**src/rtl/dv_status_mon_pkg.sv**
```systemverilog
// rtl/dv_status_mon_pkg.sv - shared types, default tags and phase helper for dv_status_monitor
package dv_status_mon_pkg;

    typedef enum logic [2:0] {
        ST_IDLE    = 3'd0,
        ST_RUN     = 3'd1,
        ST_PASS    = 3'd2,
        ST_FAIL    = 3'd3,
        ST_TIMEOUT = 3'd4
    } mon_state_e;

    localparam logic [7:0] DEF_START_TAG  = 8'hA0;
    localparam logic [7:0] DEF_RESULT_TAG = 8'hAB;

    // Result ids carry the pass bit in bit0; the phase is the id with that bit cleared.
    function automatic logic [31:0] phase_of(input logic [31:0] id);
        return {id[31:1], 1'b0};
    endfunction

endpackage

```
**src/rtl/dv_status_sync_filter.sv**
```systemverilog
// rtl/dv_status_sync_filter.sv - status bus synchronizer, stability filter and change detect
module dv_status_sync_filter
    import dv_status_mon_pkg::*;
#(
    parameter int WIDTH         = 16,
    parameter int STABLE_CYCLES = 2
) (
    input  logic             clock,
    input  logic             reset,
    input  logic [WIDTH-1:0] status_in,
    output logic             accept,
    output logic [WIDTH-1:0] code
);

    localparam int CW = $clog2(STABLE_CYCLES + 1);

    logic [WIDTH-1:0] sync1;
    logic [WIDTH-1:0] sync2;
    logic [WIDTH-1:0] last_code;
    logic [CW-1:0]    stable_cnt;

    // stable_cnt counts how many cycles sync2 has held its current value.
    always_ff @(posedge clock or posedge reset) begin
        if (reset) begin
            sync1      <= '0;
            sync2      <= '0;
            last_code  <= '0;
            stable_cnt <= '0;
        end else begin
            sync1 <= status_in;
            sync2 <= sync1;
            if (sync1 != sync2) begin
                stable_cnt <= CW'(1);
            end else if (stable_cnt != CW'(STABLE_CYCLES)) begin
                stable_cnt <= stable_cnt + 1'b1;
            end
            if (accept) begin
                last_code <= sync2;
            end
        end
    end

    assign accept = (stable_cnt == CW'(STABLE_CYCLES)) && (sync2 != last_code);
    assign code   = sync2;

endmodule

```
**src/rtl/dv_status_monitor.sv**
```systemverilog
// rtl/dv_status_monitor.sv - status-word protocol monitor; optional event log via DV_STATUS_MON_EVENT_LOG_EN
module dv_status_monitor
    import dv_status_mon_pkg::*;
#(
    parameter int               ID_W           = 8,
    parameter int               TAG_W          = 8,
    parameter logic [TAG_W-1:0] START_TAG      = TAG_W'(DEF_START_TAG),
    parameter logic [TAG_W-1:0] RESULT_TAG     = TAG_W'(DEF_RESULT_TAG),
    parameter int               NUM_PHASES     = 3,
    parameter int               STABLE_CYCLES  = 2,
    parameter int               TIMEOUT_CYCLES = 300000,
    localparam int              STATUS_W       = TAG_W + ID_W,
    localparam int              PC_W           = $clog2(NUM_PHASES + 1)
) (
    input  logic                clock,
    input  logic                reset,
    input  logic                clear,
    input  logic [STATUS_W-1:0] status_in,
    output logic                busy,
    output logic [ID_W-1:0]     phase_id,
    output logic [PC_W-1:0]     pass_count,
    output logic                done,
    output logic                pass,
    output logic                fail,
    output logic                timeout,
    output logic                proto_err,
    output logic [STATUS_W-1:0] fail_code,
    output logic                log_valid,
    output logic [STATUS_W-1:0] log_data,
    input  logic                log_pop,
    output logic                log_ovf
);

    localparam int T_MAX = (TIMEOUT_CYCLES > 0) ? TIMEOUT_CYCLES - 1 : 0;
    localparam int T_W   = (T_MAX > 0) ? $clog2(T_MAX + 1) : 1;

    logic                accept;
    logic [STATUS_W-1:0] code;
    logic [TAG_W-1:0]    tag;
    logic [ID_W-1:0]     id;
    logic [ID_W-1:0]     phase;
    logic                is_start;
    logic                is_result;
    logic                expiry;
    logic [PC_W-1:0]     pc_next;
    logic [T_W-1:0]      tmo_cnt;
    mon_state_e          state;

    dv_status_sync_filter #(
        .WIDTH         (STATUS_W),
        .STABLE_CYCLES (STABLE_CYCLES)
    ) u_filter (
        .clock     (clock),
        .reset     (reset),
        .status_in (status_in),
        .accept    (accept),
        .code      (code)
    );

    assign tag       = code[STATUS_W-1:ID_W];
    assign id        = code[ID_W-1:0];
    assign phase     = ID_W'(phase_of(32'(id)));
    assign is_start  = (tag == START_TAG) && !id[0];
    assign is_result = (tag == RESULT_TAG);
    assign expiry    = (TIMEOUT_CYCLES != 0) && (tmo_cnt == T_W'(T_MAX));
    assign pc_next   = pass_count + 1'b1;

    // An accept on the expiry cycle is processed instead of timing out.
    always_ff @(posedge clock or posedge reset) begin
        if (reset) begin
            state      <= ST_IDLE;
            phase_id   <= '0;
            pass_count <= '0;
            proto_err  <= 1'b0;
            fail_code  <= '0;
            tmo_cnt    <= '0;
        end else if (clear) begin
            state      <= ST_IDLE;
            phase_id   <= '0;
            pass_count <= '0;
            proto_err  <= 1'b0;
            fail_code  <= '0;
            tmo_cnt    <= '0;
        end else if (state == ST_IDLE || state == ST_RUN) begin
            if (accept) begin
                tmo_cnt <= '0;
                if (state == ST_IDLE) begin
                    if (is_start) begin
                        phase_id <= id;
                        state    <= ST_RUN;
                    end else if (is_result) begin
                        proto_err <= 1'b1;
                        fail_code <= code;
                        state     <= ST_FAIL;
                    end
                end else if (is_start || (is_result && phase != phase_id)) begin
                    proto_err <= 1'b1;
                    fail_code <= code;
                    state     <= ST_FAIL;
                end else if (is_result) begin
                    if (id[0]) begin
                        pass_count <= pc_next;
                        state      <= (pc_next == PC_W'(NUM_PHASES)) ? ST_PASS : ST_IDLE;
                    end else begin
                        fail_code <= code;
                        state     <= ST_FAIL;
                    end
                end
            end else if (expiry) begin
                state <= ST_TIMEOUT;
            end else begin
                tmo_cnt <= tmo_cnt + 1'b1;
            end
        end
    end

    assign busy    = (state == ST_RUN);
    assign pass    = (state == ST_PASS);
    assign fail    = (state == ST_FAIL);
    assign timeout = (state == ST_TIMEOUT);
    assign done    = pass | fail | timeout;

`ifdef DV_STATUS_MON_EVENT_LOG_EN
    logic [STATUS_W-1:0] log_mem [4];
    logic [1:0]          wr_ptr;
    logic [1:0]          rd_ptr;
    logic [2:0]          log_cnt;
    logic                log_full;
    logic                do_push;
    logic                do_pop;

    assign log_full  = (log_cnt == 3'd4);
    assign do_pop    = log_pop && (log_cnt != 3'd0);
    assign do_push   = accept && (!log_full || do_pop);
    assign log_valid = (log_cnt != 3'd0);
    assign log_data  = log_mem[rd_ptr];

    always_ff @(posedge clock) begin
        if (do_push) begin
            log_mem[wr_ptr] <= code;
        end
    end

    always_ff @(posedge clock or posedge reset) begin
        if (reset) begin
            wr_ptr  <= '0;
            rd_ptr  <= '0;
            log_cnt <= '0;
            log_ovf <= 1'b0;
        end else if (clear) begin
            wr_ptr  <= '0;
            rd_ptr  <= '0;
            log_cnt <= '0;
            log_ovf <= 1'b0;
        end else begin
            if (do_push) begin
                wr_ptr <= wr_ptr + 1'b1;
            end
            if (do_pop) begin
                rd_ptr <= rd_ptr + 1'b1;
            end
            log_cnt <= log_cnt + 3'(do_push) - 3'(do_pop);
            if (accept && !do_push) begin
                log_ovf <= 1'b1;
            end
        end
    end
`else
    logic unused_log_pop;
    assign unused_log_pop = log_pop;
    assign log_valid      = 1'b0;
    assign log_data       = '0;
    assign log_ovf        = 1'b0;
`endif

endmodule
```
**config.mk**
```make
export PLATFORM = sky130hd
export DESIGN_NAME = dv_status_monitor
export DESIGN_NICKNAME = d
export VERILOG_FILES = /design/src/rtl/dv_status_mon_pkg.sv /design/src/rtl/dv_status_sync_filter.sv /design/src/rtl/dv_status_monitor.sv
export SDC_FILE = /design/constraint.sdc
export NUM_CORES = 1
export LEC_CHECK = 0
export CAP_MARGIN = 20
export CORE_MARGIN = 10
export CORE_UTILIZATION = 47
export CTS_CLUSTER_SIZE = 16
export DETAILED_ROUTE_END_ITERATION = 8
export GPL_ROUTABILITY_DRIVEN = 0
export PLACE_DENSITY = 0.81
export REMOVE_ABC_BUFFERS = 1
export SETUP_SLACK_MARGIN = 0.15
export SYNTH_ARGS = -nofsm -noshare
export SYNTH_HDL_FRONTEND = slang
export SYNTH_HIERARCHICAL = 1
export SYNTH_SLANG_ARGS = --single-unit
```
**constraint.sdc**
```tcl
create_clock -name clock -period 2.8 [get_ports clock]
set_input_delay 0.7 -clock clock [delete_from_list [all_inputs] [get_ports clock]]
set_output_delay 0.7 -clock clock [all_outputs]
set_load 0.01 [all_outputs]
```
==> impl_metrics.ini <==
[route]
wire_per_inst_um = 15.8
final_antenna_net_count = 0
dr.pass1.iters = 4
drc = 0
drt_iter0_markers = 187
route.vias.total = 3027
wirelength_mm = 9.30
viasPerCell = 5.14

[clock_tree]
clockBufferDepth = 2
cts-root-buf = clkbuf_8
tritoncts = yes
cts_hold_buf = 0
cts_setup_buffers = 0
htree_levels = 3
clock_sinks = 99
cts_buffers = 9
clk_pin_slew_ps = 90
clock_latency_ps = 380

[pwr]
power_mw = 2.61
power_per_cell_area_mw_per_mm2 = 479
p_leak_nw = 2.42
irDropWorstVdd_uv = 420

[grt]
grt_pass1_vias = 3209
grt_pass1_wl_mm = 15.9
antenna_found_initial = 0
overflow = 0
grt_max_degree = 50
grt.total_usage_pct = 13.7

[sta]
max-slew-margin-rel_pct = 54.5
setup_viol = 0
rsz0062_at_grt = no
finalHoldViolCount = 0
period_minus_slack_ps = 2530
fmax_mhz = 395
final_max_slew_viol_count = 0
fin_skew_ps = 7.86
fin_crit_sh_pct = 90.5
worst_slew_pin_slew_ps = 677

[yosys]
synthTopCellsByArea = dfrtp_1, mux2_2, xnor2_1
yosysSeqAreaShare_pct = 54.8
synth_top_area_share_pct = 54.8
netlist_area_mm2 = 0.00452
synth_top_area_cell = dfrtp_1
async_reset_ff_share_pct = 100
ys_ff_latch = 99
syn_area_per_cell_um2 = 11.8
synth_ff_type = dfrtp_1
ys_warn_count = 6
synth_edf_count = 0
synth_cells = 383
synth_cell_type_count = 52

[die]
die_area_mm2 = 0.0139
core_mm2 = 0.00933
die_y_um = 118
rows = 35
ios = 70
die_w_um = 118
initial_utilization_pct = 48.5

[setup_path]
crit_path_start = state[2]
r2r_setup_slack_ps = 320
crit_path_end = fail
critical_path.slowest_cell = clkdlybuf4s50_1
startpoint_type = register
crit_chain = nand2b_1 -> nor2_1 -> clkdlybuf4s50_1
cpPeakStageDelay_ps = 550
reg2reg_from = u_filter/code[10]
cp.arrival_ps = 1830
endpoint_kind = primary output
r2r_end = tmo_cnt[5]
cp_max_fo = 11
worstSetupPathType = reg -> out
worstPathRequired_ps = 2100
r2r_cells = 8

[placed_design]
io_buffers = 50
dp_hpwl_mm = 7.15
placed_area_mm2 = 0.00524

[worst_hold_path]
hp-class = reg -> reg

[cells_and_area]
layout-area-overhead-vs-synth_pct = 20.5
fin_util_pct = 58.4
fin_nets = 478
layout-drive-gt1-share_pct = 17.6
fin_area_mm2 = 0.00545
fillers = 757
antennaDiodeCount = 0

[run_status]
status = finished, final reports clean

[run]
max-cap-violations = 0
[cell families after synthesis]
kind of cell	after synthesis	share of synthesized area, %
buffers and inverters	43	5.39
AO/OA/AOI/OAI	48	8.16
flip-flops	99	54.8
multiplexers	27	7.11
AND/OR/NAND/NOR	114	14.4
other	1	0.0829
XOR/XNOR	48	9.29
adder cells (fa/ha/maj)	3	0.830
[synth_stat cells (2+ instances only)]
cell and instances:
and4_1 2, buf_6 2, nor4_1 7, a21oi_1 9, xor2_1 22, and3_1 2, o21ai_0 8, o21a_1 2
inv_1 16, buf_4 18, clkbuf_1 7, ha_1 3, or3_1 8, nor2b_1 9, o31ai_1 3, and2_1 4
nand4_1 14, or2_2 3, mux2_4 5, o211ai_1 4, a211oi_1 2, nand3_1 9, nor3_1 6, and2_2 3
nor2_1 22, mux2_2 21, nand2b_1 2, nor4b_1 3, or4_1 4, a22o_1 6, xnor2_1 26, dfrtp_1 99
o2bb2ai_1 3, nand2_1 11
[layout make-up]
type	instances	area, µm²	area share (%)
sequential	99	2480	45.5
multi-input combinational	258	1890	34.7
timing repair buffer	71	674	12.4
tap	129	161	2.96
clock buffer	10	138	2.53
inverter	16	60.1	1.10
clock inverter	6	50.0	0.918
[worst min path at each step]
stage | from | end | slack (ps) | cells past startpoint
finish | u_filter/sync1[2] | u_filter/code[2] | 400 | 0
global placement | u_filter/sync1[2] | u_filter/code[2] | 380 | 0
detailed placement | u_filter/sync1[2] | u_filter/code[2] | 380 | 0
global route | u_filter/sync1[2] | u_filter/code[2] | 410 | 0
CTS | u_filter/sync1[2] | u_filter/code[2] | 400 | 0
floorplan | u_filter/sync1[13] | u_filter/code[13] | 370 | 0
[repair_timing]
item                                    4_1_cts  5_1_grt
gates resized for setup                       2        4
gates cloned                                  0        0
endpoints found under the setup margin        2       20
pin swaps                                     0        2
[metal layers]
layer  up-vias  GRT usage [%]  wire length [µm]
met2        66           23.5              4830
met3        19           5.52               470
li1       1461              -                 -
met1      1481           15.3              3830
met4         0           4.25               168
met5         -              0                 0
[critical path: cells and delay by family (launching register included)]
family / cells / cell delay (ps)
flip-flops: 1 / 530
buffers and inverters: 1 / 550
AND/OR/NAND/NOR: 2 / 380
[layout by cell type, fill, tap and decap left out, types with 3 or more instances in the layout]
cell type         n
a21oi_1           9
or2_2             3
clkinv_4          3
nand3_1           8
clkbuf_8         10
inv_1            14
nor4b_1           3
o211ai_1          4
dfrtp_1          99
or4_1             4
nand4_1          14
nor4_1            7
and2_1            4
mux2_2           21
and2_2            3
clkdlybuf4s50_1  50
nor2_1           22
xor2_1           22
buf_4            19
o2bb2ai_1         3
or3_1             8
nor2b_1           9
conb_1           18
nand2_1          11
ha_1              3
a22o_1            6
o21ai_0           7
mux2_4            5
o31ai_1           3
xnor2_1          25
nor3_1            6
[report_power, final]
part / internal (mW) / switching [mW]
combinational: 0.119 / 0.121
clock: 0.356 / 0.509
sequential: 1.47 / 0.0358
total: 1.95 / 0.666
[metrics by stage]
step / setup WS [ps] / hold slack (ps) / setup TNS, ps / cells
2_1_floorplan: -246 / 372 / -1960 / 373
3_5_place_dp: 163 / 380 / 0 / 573
6_report: 266 / 399 / 0 / 589
5_1_grt: 150 / 409 / 0 / 589
4_1_cts: 205 / 401 / 0 / 589
3_3_place_gp: 194 / 378 / 0 / 573
[registers in the layout, summed over array words and instances (netlist names), 2 cells and up]
register,cells
tmo_cnt,19
fail_code,16
u_filter/code,16
u_filter/last_code,16
u_filter/sync1,16
phase_id,8
state,3
pass_count,2
u_filter/stable_cnt,2
(Power assumes the default switching activity.)
